`src/rtl/anita3_trig_pkg.sv`:
```
// Shared trigger-path definitions: hold-buffer indices and the buffer-manager FSM encoding
// that the event generator also decodes.
package anita3_trig_pkg;

  localparam int unsigned NBUF = 4;

  localparam logic [1:0] BUF_A = 2'd0;
  localparam logic [1:0] BUF_B = 2'd1;
  localparam logic [1:0] BUF_C = 2'd2;
  localparam logic [1:0] BUF_D = 2'd3;

  typedef enum logic [1:0] {
    StIdle    = 2'd0,
    StStrobe  = 2'd1,
    StHoldoff = 2'd2
  } bm_state_e;

  function automatic logic [NBUF-1:0] buf_onehot(input logic [1:0] idx);
    return 4'b0001 << idx;
  endfunction

endpackage

```
`src/rtl/anita3_rr_pick.sv`:
```
// Round-robin free-buffer picker: first set bit of free_i scanning from ptr_i upward, mod 4.
module anita3_rr_pick
  import anita3_trig_pkg::*;
(
  input  logic [NBUF-1:0] free_i,
  input  logic [1:0]      ptr_i,
  output logic            found_o,
  output logic [1:0]      idx_o
);

  logic [1:0] cand;

  always_comb begin
    found_o = 1'b0;
    idx_o   = ptr_i;
    cand    = ptr_i;
    for (int unsigned i = 0; i < NBUF; i++) begin
      cand = ptr_i + 2'(i);
      if (!found_o && free_i[cand]) begin
        found_o = 1'b1;
        idx_o   = cand;
      end
    end
  end

endmodule

```
`src/rtl/anita3_buffer_manager.sv`:
```
// Hold-buffer manager: allocates LAB buffers on trigger, drives the stretched digitize strobe,
// frees buffers on readout release and keeps deadtime/dropped housekeeping counters.
module anita3_buffer_manager
  import anita3_trig_pkg::*;
#(
  parameter int unsigned DIGITIZE_LEN = 4,
  parameter int unsigned HOLDOFF      = 8,
  parameter int unsigned CNT_W        = 16
) (
  input  logic             clk_i,
  input  logic             rst_i,
  input  logic             trig_i,
  input  logic [3:0]       trig_source_i,
  input  logic             release_i,
  input  logic [1:0]       release_buffer_i,
  input  logic             clr_all_i,
  input  logic             cnt_reset_i,
  output logic             digitize_o,
  output logic [1:0]       digitize_buffer_o,
  output logic [3:0]       digitize_source_o,
  output logic [NBUF-1:0]  buffer_status_o,
  output logic [NBUF-1:0]  held_o,
  output logic             busy_o,
  output logic [CNT_W-1:0] deadtime_o,
  output logic [CNT_W-1:0] dropped_o,
  output logic             release_err_o
);

  localparam int unsigned TimerMax = (DIGITIZE_LEN > HOLDOFF) ? DIGITIZE_LEN : HOLDOFF;
  localparam int unsigned TimerW   = $clog2(TimerMax);
  localparam logic [TimerW-1:0] StrobeLast = TimerW'(DIGITIZE_LEN - 1);
  localparam logic [TimerW-1:0] HoldLast   = TimerW'(HOLDOFF - 1);
  localparam logic [CNT_W-1:0]  CntMax     = '1;

  bm_state_e         state_q, state_d;
  logic [TimerW-1:0] timer_q, timer_d;
  logic [NBUF-1:0]   held_q, held_d;
  logic [1:0]        ptr_q, ptr_d;
  logic [1:0]        buf_q, buf_d;
  logic [3:0]        src_q, src_d;
  logic [NBUF-1:0]   status_q, status_d;
  logic [CNT_W-1:0]  dead_q, dead_d;
  logic [CNT_W-1:0]  drop_q, drop_d;
  logic              err_q, err_d;

  logic              pick_found;
  logic [1:0]        pick_idx;
  logic              accept, drop, rel_hit;
  logic [NBUF-1:0]   alloc_mask, rel_mask;

  // Allocation always sees the pre-release mask; a same-cycle release cannot feed this accept.
  anita3_rr_pick u_rr_pick (
    .free_i  (~held_q),
    .ptr_i   (ptr_q),
    .found_o (pick_found),
    .idx_o   (pick_idx)
  );

  assign accept     = trig_i && (state_q == StIdle) && pick_found && !clr_all_i;
  assign drop       = trig_i && !accept;
  assign rel_hit    = release_i && held_q[release_buffer_i];
  assign alloc_mask = accept ? buf_onehot(pick_idx) : '0;
  assign rel_mask   = rel_hit ? buf_onehot(release_buffer_i) : '0;

  always_comb begin
    held_d = (held_q | alloc_mask) & ~rel_mask;
    err_d  = err_q | (release_i && !rel_hit);
    if (clr_all_i) begin
      held_d = '0;
      err_d  = 1'b0;
    end

    dead_d = dead_q;
    drop_d = drop_q;
    if (cnt_reset_i) begin
      dead_d = '0;
      drop_d = '0;
    end else begin
      if ((&held_q) && (dead_q != CntMax)) dead_d = dead_q + CNT_W'(1);
      if (drop && (drop_q != CntMax))      drop_d = drop_q + CNT_W'(1);
    end
  end

  always_comb begin
    state_d  = state_q;
    timer_d  = timer_q;
    ptr_d    = ptr_q;
    buf_d    = buf_q;
    src_d    = src_q;
    status_d = status_q;
    unique case (state_q)
      StIdle: begin
        if (accept) begin
          state_d  = StStrobe;
          timer_d  = '0;
          ptr_d    = pick_idx + 2'd1;
          buf_d    = pick_idx;
          src_d    = trig_source_i;
          status_d = held_d;
        end
      end
      StStrobe: begin
        if (timer_q == StrobeLast) begin
          state_d = StHoldoff;
          timer_d = '0;
        end else begin
          timer_d = timer_q + TimerW'(1);
        end
      end
      StHoldoff: begin
        if (timer_q == HoldLast) begin
          state_d = StIdle;
          timer_d = '0;
        end else begin
          timer_d = timer_q + TimerW'(1);
        end
      end
      default: begin
        state_d = StIdle;
        timer_d = '0;
      end
    endcase
    if (clr_all_i) begin
      state_d = StIdle;
      timer_d = '0;
      ptr_d   = '0;
    end
  end

  always_ff @(posedge clk_i or posedge rst_i) begin
    if (rst_i) begin
      state_q  <= StIdle;
      timer_q  <= '0;
      held_q   <= '0;
      ptr_q    <= '0;
      buf_q    <= '0;
      src_q    <= '0;
      status_q <= '0;
      dead_q   <= '0;
      drop_q   <= '0;
      err_q    <= 1'b0;
    end else begin
      state_q  <= state_d;
      timer_q  <= timer_d;
      held_q   <= held_d;
      ptr_q    <= ptr_d;
      buf_q    <= buf_d;
      src_q    <= src_d;
      status_q <= status_d;
      dead_q   <= dead_d;
      drop_q   <= drop_d;
      err_q    <= err_d;
    end
  end

  // Decoded straight from state so an async reset drops the strobe without a clock edge.
  assign digitize_o        = (state_q == StStrobe);
  assign digitize_buffer_o = buf_q;
  assign digitize_source_o = src_q;
  assign buffer_status_o   = status_q;
  assign held_o            = held_q;
  assign busy_o            = &held_q;
  assign deadtime_o        = dead_q;
  assign dropped_o         = drop_q;
  assign release_err_o     = err_q;

endmodule

```
`config.mk`:
```
export PLATFORM = sky130hd
export DESIGN_NAME = anita3_buffer_manager
export DESIGN_NICKNAME = d
export VERILOG_FILES = /design/src/rtl/anita3_trig_pkg.sv /design/src/rtl/anita3_rr_pick.sv /design/src/rtl/anita3_buffer_manager.sv
export SDC_FILE = /design/constraint.sdc
export NUM_CORES = 1
export LEC_CHECK = 0
export ABC_AREA = 1
export CAP_MARGIN = 20
export CORE_ASPECT_RATIO = 0.7
export CORE_MARGIN = 2
export CORE_UTILIZATION = 52
export DETAILED_ROUTE_END_ITERATION = 8
export PLACE_DENSITY = 0.8
export SYNTH_ARGS = -nofsm -noshare
export SYNTH_HDL_FRONTEND = slang
export SYNTH_SLANG_ARGS = --single-unit
```
`constraint.sdc`:
```
create_clock -name clk_i -period 2.5 [get_ports clk_i]
set_input_delay 0.75 -clock clk_i [delete_from_list [all_inputs] [get_ports clk_i]]
set_output_delay 0.75 -clock clk_i [all_outputs]
set_load 0.03 [all_outputs]
```
Word level (Yosys, flattened, before mapping) --
Cells that the tools add are included.
Word-level totals: input port bits 12, word-level logic and storage cells 102, register bits 54, output and inout bits 49
Cells by class: $lt $le $gt $ge 5, shifts and indexed selects 2, equality and inequality tests 9, reduce and logical (&&, ||, !) cells 26, $add $sub $neg 7, bitwise gates (word level) 5, multiplexer cells 38
Operators with widths (count):
- two-way mux 16 bit | 4
- adder 16 x 1 -> 16 bit, second input constant | 2
- inequality test 16 bit, second input constant | 2
- two-way mux 2 bit | 10
- less-than comparator 2 x 3 -> 1 bit, second input constant | 5
- two-way mux 3 bit | 4
- two-way mux 4 bit | 3
- logical AND 1 bit | 11
- binary-select mux 1 bit (select 2 bit) | 5
- two-way mux 1 bit | 10
- case mux 3 bit (3 select lines) | 1
- inverter 4 bit | 2
- nonzero test 2 bit | 4
- left shift 1 x 2 -> 4 bit, first input constant | 2
- zero test 1 bit | 6
- inequality test 3 bit, second input constant | 2
- case mux 2 bit (3 select lines) | 1
- adder 2 x 1 -> 2 bit, second input constant | 2
- adder 2 bit, second input constant | 2
- AND 4 bit | 1
- bitwise OR 4 bit | 1
- AND reduction 2 bit | 2
- AND reduction 4 bit | 1
- adder 3 x 1 -> 3 bit, second input constant | 1
- 8 further kinds | 8

Depth between registers and ports, before layout --
Gate-level depths: netlist of the first run.
word-level depth 20, mapped depth 16, mapped depth without buffers 15

Hierarchy --
Synthesis of the first run repeated with hierarchy kept, for this count alone.
Second synthesis, totals: cells, all modules 502, area total of the unflattened synthesis 3534.6 um^2
Modules (own cells, without submodules):
- anita3_buffer_manager | area an instance 3251.9 um^2, sequential area each 1351.3 um^2, cells each 439, times used 1
- anita3_rr_pick | area an instance 282.8 um^2, sequential area each 0.0 um^2, cells each 63, times used 1

Least setup slack after synthesis of the first run --
Ideal clock, no wire load.
path type register to register, start point reg held_q[1], in the netlist held_o[1], end point reg dead_q[11], in the netlist deadtime_o[11], buffers on the path 0, data required time 2.377 ns, stages on the path, launching flop included 10, setup slack 0.638 ns, period minus slack after synthesis 1.862 ns, arrival time 1.739 ns, setup time 0.123 ns, cells stage by stage dfrtp_1 nand4_1 inv_1 nand2_2 inv_2 nand3_2 nor2_2 nand2_1 o21ai_0 a21oi_1
Between the ends: cells in the longest elaborated chain, start to end 3
Ends and longest elaborated chain:
- start: declaration | line anita3_buffer_manager.sv:37 | logic [NBUF-1:0] held_q, held_d;
- start signal: assignment | line anita3_buffer_manager.sv:145 | held_q <= held_d;
- AND reduction 4 bit
- named net busy_o | line anita3_buffer_manager.sv:23 | output logic busy_o,
- logical AND 1 bit | line anita3_buffer_manager.sv:79 | if ((&held_q) && (dead_q != CntMax)) dead_d = dead_q + CNT_W'(1);
- nonzero test 2 bit (no source line)
- end signal: assignment | line anita3_buffer_manager.sv:139 | dead_q <= '0;
- end signal: assignment | line anita3_buffer_manager.sv:150 | dead_q <= dead_d;
- end: declaration | line anita3_buffer_manager.sv:42 | logic [CNT_W-1:0] dead_q, dead_d;
The timed path passes the listed nets, and every way through them passes these cells. A chain may end at the register's enable or synchronous reset.

Final worst setup path of the first run --
start point reg drop_q[11], in the netlist dropped_o[11], end point out dropped_o[11]
RTL lines:
- start: declaration | line anita3_buffer_manager.sv:43 | logic [CNT_W-1:0] drop_q, drop_d;
- start signal: assignment | line anita3_buffer_manager.sv:151 | drop_q <= drop_d;
- end: declaration | line anita3_buffer_manager.sv:25 | output logic [CNT_W-1:0] dropped_o,
No word-level cell between the ends.

==> results.md, run 1 <==
* WS Path Type: reg2out
* EDFF count, synth at 0
* CP max stage delay at 0.72 ns
* Slowest-stage cell, CP: clkdlybuf4s50_1
* Adder-cell share of the synthesized area at 0.0349
* Core ar. at 0.00587 mm2
* Status: completed
* Overflow after GRT at 0
* Worst Setup SP: dropped_o[11]$_DFFE_PP0P_
* First-pass GRT wire length at 13100 um
* DR vias/cell at 5.39
* CP arrival at 1.52 ns
* Worst path buffer plus inverter count at 1
* Die Ht at 69.9 um
* Largest net degree at the start of global routing at 50
* Final hold vios at 0
* Synth Flop Type: dfrtp_1
* Final core occ at 0.682
* DP HPWL at 5640 um
* R2R Setup Slk at 0.58 ns
* DRT Pass-1 Iters at 4
* Starting Density at 0.550
* P per Cell Area at 774 mW/mm2
* Drt wl/cell at 13.2 um
* I/O pins at 61
* RR Startpoint: ptr_q[0]$_DFFE_PP0P_
* CTS tree: yes
* Compound-Gate Fraction of Synth Area at 0.105
* Max VDD drop at 0.484 mV
* Mapped Area at 0.00323 mm2
* Largest family of logic cells by synthesized area: simple AND/OR/NAND/NOR gates
* Final setup vio count at 0
* Placed instance area at 0.00392 mm2
* Post-Synth XOR/XNOR Area at 0.00542
* CTS max path bufs at 2
* Mux cell area share after synthesis at 0
* Slew HR at 0.607
* Clock Pin Slew Worst Setup and Hold Paths at 0.09 ns
* Pins Over Slew Limit at 0
* Period utilisation layout at 0.909
* Reg-to-Reg End: buffer_status_o[0]$_DFFE_PP0P_
* Worst hold stages at 2
* Row cnt at 23
* Clk sink count at 54
* Fin crit period at 2.27 ns
* Synth warnings at 0
* DR vias at 3012
* Placer Congestion at 0.865
* Initial antenna violation count at 0
* Synth area leaders: dfrtp_1 42%, nand2_1 12%, nand3_1 5.9%, inv_1 5.5%, a21oi_1 4.6%
* # fillers at 503
* CP Depth at 1
* Vias in the first global route at 2935
* Kind of end point of the critical path: primary output
* Static Leakage at 1.88 nW
* Max Clock Skew at 0.00400 ns
* Post-Place Cells at 553
* DRC at 0
* Die Wd at 98.2 um
* CTS Buf Count at 5
* Setup crit end: dropped_o[11]
* Count leader, synth: nand2_1
* Largest fanout on the critical path at 7
* Synth area leader: dfrtp_1
* Post-Layout Cell Count at 559
* Critical Path Start Type: flip-flop
* Area grow syn2layout at 23.9%
* Fraction of final layout cells sized beyond drive strength 1 at 0.112
* Least-Margin Pin Slew at 0.588 ns
* R2R cell count at 13
* Routed WL at 7390 um
* ANT cells at 0
* Asr flop ratio synth at 1.00
* Antenna Nets Post-Route at 0
* H-tree levels at 2
* Clock Latency Late Sink at 0.31 ns
* Critical path required time at 1.75 ns
* Synth top area share at 0.418
* RSZ-0062 raised after global routing: no
* Fmax at 440 MHz
* Syn Nets at 440
* Syn Area/Cell at 7.71 um2
* Cell family with most CP delay: buffers and inverters
* Simple-gate area share of the yosys netlist at 0.353
* Postcts setup bufs at 0
* Fin Setup TNS at 0 ns
* Global Route Usage Sum at 0.229
* Maxcap violations at 0
* Post-route design area at 0.00400 mm2
* CP cell instances: clkdlybuf4s50_1
* Register bit total from synthesis at 54
* CTS Root Cell: clkbuf_8
* Design Power at 3.10 mW
* Die Area at 0.00687 mm2
* Nets at 506
* Post-synth top cells: 105 x nand2_1, 54 x dfrtp_1, 47 x inv_1
* IO Port Bufs at 60
* Hold crit path type: reg2reg
* Synth unique cells at 38
* Iteration-0 DRC Markers at 188
* Syn Inst Count at 419
* Register area share after synthesis at 0.418
==> registers in the layout (all words and copies together) (netlist names) <==
register / count
deadtime_o: 16
dropped_o: 16
digitize_source_o: 4
buffer_status_o: 4
release_err_o: 1
state_q: 2
digitize_buffer_o: 2
ptr_q: 2
timer_q: 3
held_o: 4
==> worst min path at each step <==
stage	start	end	slack, ns
after CTS	digitize_source_o[1]$_DFFE_PP0P_	digitize_source_o[1]$_DFFE_PP0P_	0.49
after global placement	digitize_source_o[1]$_DFFE_PP0P_	digitize_source_o[1]$_DFFE_PP0P_	0.45
final	digitize_source_o[1]$_DFFE_PP0P_	digitize_source_o[1]$_DFFE_PP0P_	0.48
after global routing	digitize_source_o[1]$_DFFE_PP0P_	digitize_source_o[1]$_DFFE_PP0P_	0.52
after floorplan	timer_q[1]$_DFFE_PP0P_	timer_q[1]$_DFFE_PP0P_	0.46
after detailed placement	digitize_source_o[1]$_DFFE_PP0P_	digitize_source_o[1]$_DFFE_PP0P_	0.46
==> stage by stage <==
| stage | hold slack, ns | setup WS [ns] |
|---|---|---|
| floorplan | 0.457 | 0.435 |
| global placement | 0.453 | 0.162 |
| detailed placement | 0.465 | 0.0879 |
| CTS | 0.487 | 0.223 |
| global route | 0.519 | 0.169 |
| finish | 0.479 | 0.228 |
==> worst register-to-register path, cell delays in order (launching register included) <==
cell	delay, ns
dfrtp_1	0.51
inv_2	0.18
nand2_1	0.13
nand3_1	0.13
nand2_4	0.14
nand2_2	0.08
nor2_4	0.11
nand3_1	0.10
nand2_2	0.10
nor2_2	0.04
nand2_1	0.11
nand2_1	0.06
nand3b_1	0.08
nand2_1	0.06
==> cell usage in the layout (no fill, tap or decap), types with 7 or more instances in the layout <==
master / instances
nand2_1: 105
clkdlybuf4s50_1: 58
dfrtp_1: 54
inv_1: 46
nand3_1: 38
nor2_1: 30
a21oi_1: 30
o21ai_0: 16
nand2_2: 12
nand4_1: 11
nor3_1: 10
ha_1: 9
buf_4: 7
==> power breakdown <==
part           switching, mW  total, mW  internal [mW]
clock                  0.270      0.485          0.214
combinational           1.00       1.52          0.516
sequential             0.102       1.09          0.992
==> kinds of logic (layout without fill, tap and decap cells) <==
family	after synthesis	count (layout)
AO/OA/AOI/OAI	60	60
XOR/XNOR	2	2
adder cells (fa/ha/maj)	9	9
buffers and inverters	60	125
flip-flops	54	54
AND/OR/NAND/NOR	234	234
==> layer usage <==
layer  global-route usage  routed length (um)  vias to the layer above  share of wire
met3               0.0480                 404                        7          0.055
met2                0.359                3240                       83           0.44
met1                0.328                3680                     1408           0.50
met4               0.0563                  61                        0         0.0083
met5                    0                   0                        -              0
li1                     -                   -                     1514              -
==> timing repair <==
item                       in CTS  in global routing
hold buffers                    0                  0
resized for setup               2                  0
setup endpoints to repair       2                  0
==> area by class of cell <==
cell class,instances,area [um2],area share
multi-input combinational,305,1610,0.403
sequential,54,1350,0.338
timing repair buffer,68,671,0.168
inverter,51,193,0.0481
clock buffer,6,82.6,0.0206
tap,75,93.8,0.0234
No activity file was read; power rests on OpenSTA's default activity.
==> run 2: changes to the inputs <==
Settings changed: SKIP_CTS_REPAIR_TIMING from default to 1.
==> results.md, run 2 (same netlist as run 1, synthesis figures left out) <==
* Status: completed
* Clk sink count at 54 (unchanged)
* Fin crit period at 2.27 ns (+0.000326 ns)
* Cell family with most CP delay: buffers and inverters
* Clock Latency Late Sink at 0.31 ns (about the same)
* Hold crit path type: reg2reg
* Maxcap violations at 0 (unchanged)
* Fraction of final layout cells sized beyond drive strength 1 at 0.112 (unchanged)
* Final core occ at 0.683 (+0.00128)
* R2R cell count at 13 (unchanged)
* DRC at 0 (unchanged)
* Global Route Usage Sum at 0.229 (unchanged)
* Die Ht at 69.9 um (unchanged)
* Starting Density at 0.550 (unchanged)
* Least-Margin Pin Slew at 0.588 ns (-0.000321 ns)
* Register area at 0.00135 mm2 (unchanged)
* Clock share of power at 0.156 (about the same)
* Area occupied by multi-input gates at 0.00161 mm2 (unchanged)
* Leading cell types in the layout, fill and taps excluded: 105 x nand2_1, 58 x clkdlybuf4s50_1, 54 x dfrtp_1, 46 x inv_1, 38 x nand3_1
* Pins Over Slew Limit at 0 (unchanged)
* CTS max path bufs at 2 (unchanged)
* CP arrival at 1.52 ns (about the same)
* Routed WL at 7390 um (about the same)
* Fin Hold WS at 0.479 ns (unchanged)
* Internal Pwr Total at 1.73 mW (+0.25%)
* Final hold vios at 0 (unchanged)
* Sequential share of power at 0.353 (about the same)
* DRT Pass-1 Iters at 4 (unchanged)
* DR vias/cell at 5.38 (about the same)
* R2R Setup Slk at 0.58 ns (about the same)
* I/O pins at 61 (unchanged)
* Max Clock Skew at 0.00399 ns (-0.00000641 ns)
* IO Port Bufs at 60 (unchanged)
* CP cell instances: clkdlybuf4s50_1
* Clock Pin Slew Worst Setup and Hold Paths at 0.09 ns (about the same)
* Final setup vio count at 0 (unchanged)
* Placed instance area at 0.00392 mm2 (unchanged)
* Antenna Nets Post-Route at 0 (unchanged)
* DR vias at 3010 (-0.066%)
* Drt wl/cell at 13.2 um (about the same)
* Nets at 506 (unchanged)
* RR Startpoint: ptr_q[0]$_DFFE_PP0P_
* Hold Path Origin: digitize_source_o[1]$_DFFE_PP0P_
* Slowest-stage cell, CP: clkdlybuf4s50_1
* Core ar. at 0.00587 mm2 (unchanged)
* Switch Pwr at 1.37 mW (about the same)
* First-pass GRT wire length at 13100 um (unchanged)
* CTS Root Cell: clkbuf_8
* DP HPWL at 5640 um (unchanged)
* Static Leakage at 1.90 nW (+1.3%)
* Max VDD drop at 0.506 mV (+4.5%)
* Die Area at 0.00687 mm2 (unchanged)
* Critical path required time at 1.75 ns (about the same)
* RSZ-0062 raised after global routing: no
* Reg-to-Reg End: buffer_status_o[0]$_DFFE_PP0P_
* Fmax at 440 MHz (about the same)
* Slew HR at 0.608 (about the same)
* Row cnt at 23 (unchanged)
* Switching Share at 0.443 (-0.000627)
* CTS tree: yes
* WS Path Type: reg2out
* Kind of end point of the critical path: primary output
* CP max stage delay at 0.72 ns (about the same)
* Hold path endpoint: digitize_source_o[1]$_DFFE_PP0P_
* Iteration-0 DRC Markers at 188 (unchanged)
* Combinational power share at 0.491 (about the same)
* Die Wd at 98.2 um (unchanged)
* Critical Path Start Type: flip-flop
* H-tree levels at 2 (unchanged)
* Largest net degree at the start of global routing at 50 (unchanged)
* P per Cell Area at 773 mW/mm2 (about the same)
* Post-route design area at 0.00401 mm2 (+0.19%)
* Largest fanout on the critical path at 7 (unchanged)
* Initial antenna violation count at 0 (unchanged)
* Commonest non-fill, non-tap cell in the layout: nand2_1
* Placer Congestion at 0.865 (unchanged)
* Vias in the first global route at 2935 (unchanged)
* CTS Buf Count at 5 (unchanged)
* Worst hold stages at 2 (unchanged)
* ANT cells at 0 (unchanged)
* Area grow syn2layout at 24.1%
* Worst path buffer plus inverter count at 1 (unchanged)
* Period utilisation layout at 0.909 (about the same)
* Overflow after GRT at 0 (unchanged)
* # fillers at 502 (-0.20%)
==> run 2: through the flow <==
| stage | worst slack (ns) | std cells | TNS [ns] | power (mW) |
|---|---|---|---|---|
| after floorplan | 0.435 | 419 | 0 | 2.23 |
| after global placement | 0.162 | 553 | 0 | 2.59 |
| after detailed placement | 0.0879 | 553 | 0 | 2.63 |
| after CTS | -0.0280 | 559 | -0.0400 | 3.11 |
| after global routing | 0.169 | 559 | 0 | 3.32 |
| final | 0.228 | 559 | 0 | 3.10 |
==> run 2: worst max-delay path by stage <==
stage | start | cells after the start | end | slack (ns)
after detailed placement | trig_i | 9 | dropped_o[8]$_DFFE_PP0P_ | 0.09
after global routing | dropped_o[11]$_DFFE_PP0P_ | 1 | dropped_o[11] | 0.17
after global placement | trig_i | 9 | dropped_o[10]$_DFFE_PP0P_ | 0.16
after CTS | held_o[0]$_DFF_PP0_ | 3 | busy_o | -0.03
after floorplan | rst_i | 1 | buffer_status_o[0]$_DFFE_PP0P_ | 0.44
final | dropped_o[11]$_DFFE_PP0P_ | 1 | dropped_o[11] | 0.23
==> run 2: layer usage <==
layer | GRT usage | wire, um | up-vias
met5 | 0 | 0 | -
met3 | 0.0480 | 408 | 7
met4 | 0.0563 | 61 | 0
met2 | 0.359 | 3240 | 81
met1 | 0.328 | 3680 | 1408
li1 | - | - | 1514
==> run 2: power groups by stage <==
stage,Clock [mW],Combinational (mW),Sequential (mW)
6_report,0.485,1.52,1.09
3_5_place_dp,0,1.52,1.11
5_1_grt,0.526,1.68,1.11
3_3_place_gp,0,1.48,1.11
2_1_floorplan,0,0.967,1.26
4_1_cts,0.496,1.52,1.10
==> run 2: area by class of cell <==
type	count	area share
Multi-Input combinational cell	305	0.402
Sequential cell	54	0.337
Timing Repair Buffer	68	0.169
Inverter	51	0.0480
Tap cell	75	0.0234
Clock buffer	6	0.0206
==> run 2: worst min-delay path, delay by kind of cell, from the launching register on <==
kind             cells  cell delay (ns)
and+or+nand+nor      2             0.10
DFF                  1             0.35
==> run 3: changes to the inputs <==
Settings changed: SETUP_SLACK_MARGIN from default to 0.4.
==> results.md, run 3 (same netlist as run 1, synthesis figures left out) <==
* Max Clock Skew at 0.00397 ns (-0.0000201 ns)
* DRT Pass-1 Iters at 4 (unchanged)
* Nets at 514 (+1.6%)
* Die Wd at 98.2 um (unchanged)
* R2R cell count at 10 (-3)
* Register area at 0.00135 mm2 (about the same)
* Core ar. at 0.00587 mm2 (unchanged)
* Final hold vios at 0 (unchanged)
* First-pass GRT wire length at 13100 um (unchanged)
* CTS Root Cell: clkbuf_8
* WS Path Type: reg2out
* Critical Path Start Type: flip-flop
* CTS max path bufs at 2 (unchanged)
* Leading cell types in the layout, fill and taps excluded: 104 x nand2_1, 53 x dfrtp_1, 49 x dlymetal6s2s_1, 46 x inv_1, 38 x nand3_1
* Die Area at 0.00687 mm2 (unchanged)
* Overflow after GRT at 0 (unchanged)
* Final WS setup at 0.350 ns (+0.122 ns)
* Drt wl/cell at 14.2 um (+7.5%)
* Switch Pwr at 1.40 mW (+1.9%)
* Hold Path Origin: digitize_source_o[1]$_DFFE_PP0P_
* Internal Pwr Total at 1.74 mW (+0.54%)
* Fraction of final layout cells sized beyond drive strength 1 at 0.140 (+0.0287)
* Largest net degree at the start of global routing at 50 (unchanged)
* Commonest non-fill, non-tap cell in the layout: nand2_1
* Reg-to-Reg End: dropped_o[12]$_DFFE_PP0P_
* Placed instance area at 0.00392 mm2 (unchanged)
* Die Ht at 69.9 um (unchanged)
* Initial antenna violation count at 0 (unchanged)
* Slew HR at 0.601 (-0.00678)
* Area occupied by multi-input gates at 0.00164 mm2 (+1.6%)
* RR Startpoint: dropped_o[0]$_DFFE_PP0P_
* Clock Latency Late Sink at 0.31 ns (about the same)
* Final core occ at 0.716 (+0.0330)
* IO Port Bufs at 60 (unchanged)
* DRC at 0 (unchanged)
* Status: completed
* Post-Layout Cell Count at 567 (+1.4%)
* Pins Over Slew Limit at 0 (unchanged)
* Starting Density at 0.550 (unchanged)
* Kind of end point of the critical path: primary output
* DR vias at 3070 (+2.0%)
* Routed WL at 8060 um (+9.0%)
* ANT cells at 0 (unchanged)
* Clk sink count at 54 (unchanged)
* Post-Place Cells at 553 (unchanged)
* Fmax at 465 MHz (+5.7%)
* Hold crit path type: reg2reg
* DR vias/cell at 5.41 (+0.55%)
* CTS tree: yes
* Clock share of power at 0.157 (about the same)
* Largest fanout on the critical path at 5 (-2)
* Static Leakage at 2.76 nW (+45%)
* Worst hold stages at 2 (unchanged)
* RSZ-0062 raised after global routing: yes
* Critical path required time at 1.75 ns (about the same)
* Iteration-0 DRC Markers at 233 (+24%)
* Sequential share of power at 0.350 (-0.003)
* Fin crit period at 2.15 ns (-0.122 ns)
* Global Route Usage Sum at 0.229 (unchanged)
* R2R Setup Slk at 0.64 ns (+0.06 ns)
* Row cnt at 23 (unchanged)
* Maxcap violations at 0 (unchanged)
* Clock Pin Slew Worst Setup and Hold Paths at 0.09 ns (about the same)
* Fin Hold WS at 0.474 ns (-0.00507 ns)
* Pre-CTS setup slack at 0.0879 ns (unchanged)
* Least-Margin Pin Slew at 0.598 ns (+0.0102 ns)
* Max VDD drop at 0.490 mV (-3.1%)
* Hold path endpoint: digitize_source_o[1]$_DFFE_PP0P_
* I/O pins at 61 (unchanged)
* Post-route design area at 0.00420 mm2 (+4.8%)
* Vias in the first global route at 2935 (unchanged)
* Placer Congestion at 0.865 (unchanged)
* CTS Buf Count at 5 (unchanged)
* DP HPWL at 5640 um (unchanged)
* Switching Share at 0.446 (+0.00327)
* H-tree levels at 2 (unchanged)
* P per Cell Area at 746 mW/mm2 (-3.5%)
* Period utilisation layout at 0.860 (-0.0487)
* Final setup vio count at 0 (unchanged)
* Area grow syn2layout at 30.1%
* Combinational power share at 0.493 (+0.002)
* # fillers at 476 (-5.2%)
* Antenna Nets Post-Route at 0 (unchanged)
* CP arrival at 1.40 ns (-0.12 ns)
run 3: cell types whose count changed in the layout (fill, tap and decap cells not counted), sizes merged:
cell	previous run	this run
buf	8	15
nor2	37	38
clkbuf	6	7
clkdlybuf4s50	58	10
dlymetal6s2s	2	49
run 3: area by class of cell:
type | count | area share
Multi-Input combinational cell | 306 | 0.389
Sequential cell | 54 | 0.322
Timing Repair Buffer | 75 | 0.201
Inverter | 51 | 0.0464
Tap cell | 75 | 0.0223
Clock buffer | 6 | 0.0196
run 3: metal layers:
layer  track usage  share of wire
met4        0.0563          0.011
met3        0.0480          0.060
met2         0.359           0.44
met5             0              0
met1         0.328           0.48
run 3: how the worst max path moves through the flow:
stage                              from  slack, ns                        endpoint  cells after the start
global placement                 trig_i       0.16       dropped_o[10]$_DFFE_PP0P_                      9
detailed placement               trig_i       0.09        dropped_o[8]$_DFFE_PP0P_                      9
CTS                 held_o[0]$_DFF_PP0_      -0.03                          busy_o                      3
global route        held_o[0]$_DFF_PP0_       0.30                          busy_o                      3
finish              held_o[0]$_DFF_PP0_       0.35                          busy_o                      3
floorplan                         rst_i       0.44  buffer_status_o[0]$_DFFE_PP0P_                      1
run 3: metrics by stage:
stage	setup TNS, ns	power, mW
final	0	3.14
after global routing	0	3.35
after CTS	-0.0400	3.11
after detailed placement	0	2.63
after global placement	0	2.59
after floorplan	0	2.23
run 3: power by group through the flow:
stage | combinational [mW] | clock (mW) | sequential (mW)
final | 1.55 | 0.492 | 1.10
after global routing | 1.71 | 0.526 | 1.12
after CTS | 1.52 | 0.496 | 1.10
after detailed placement | 1.52 | 0 | 1.11
after global placement | 1.48 | 0 | 1.11
after floorplan | 0.967 | 0 | 1.26
run 3: worst max-delay path, cell delays in order, from the launching register on:
cell	delay, ns
dfrtp_1	0.43
nand4_1	0.19
inv_1	0.16
dlymetal6s2s_1	0.31
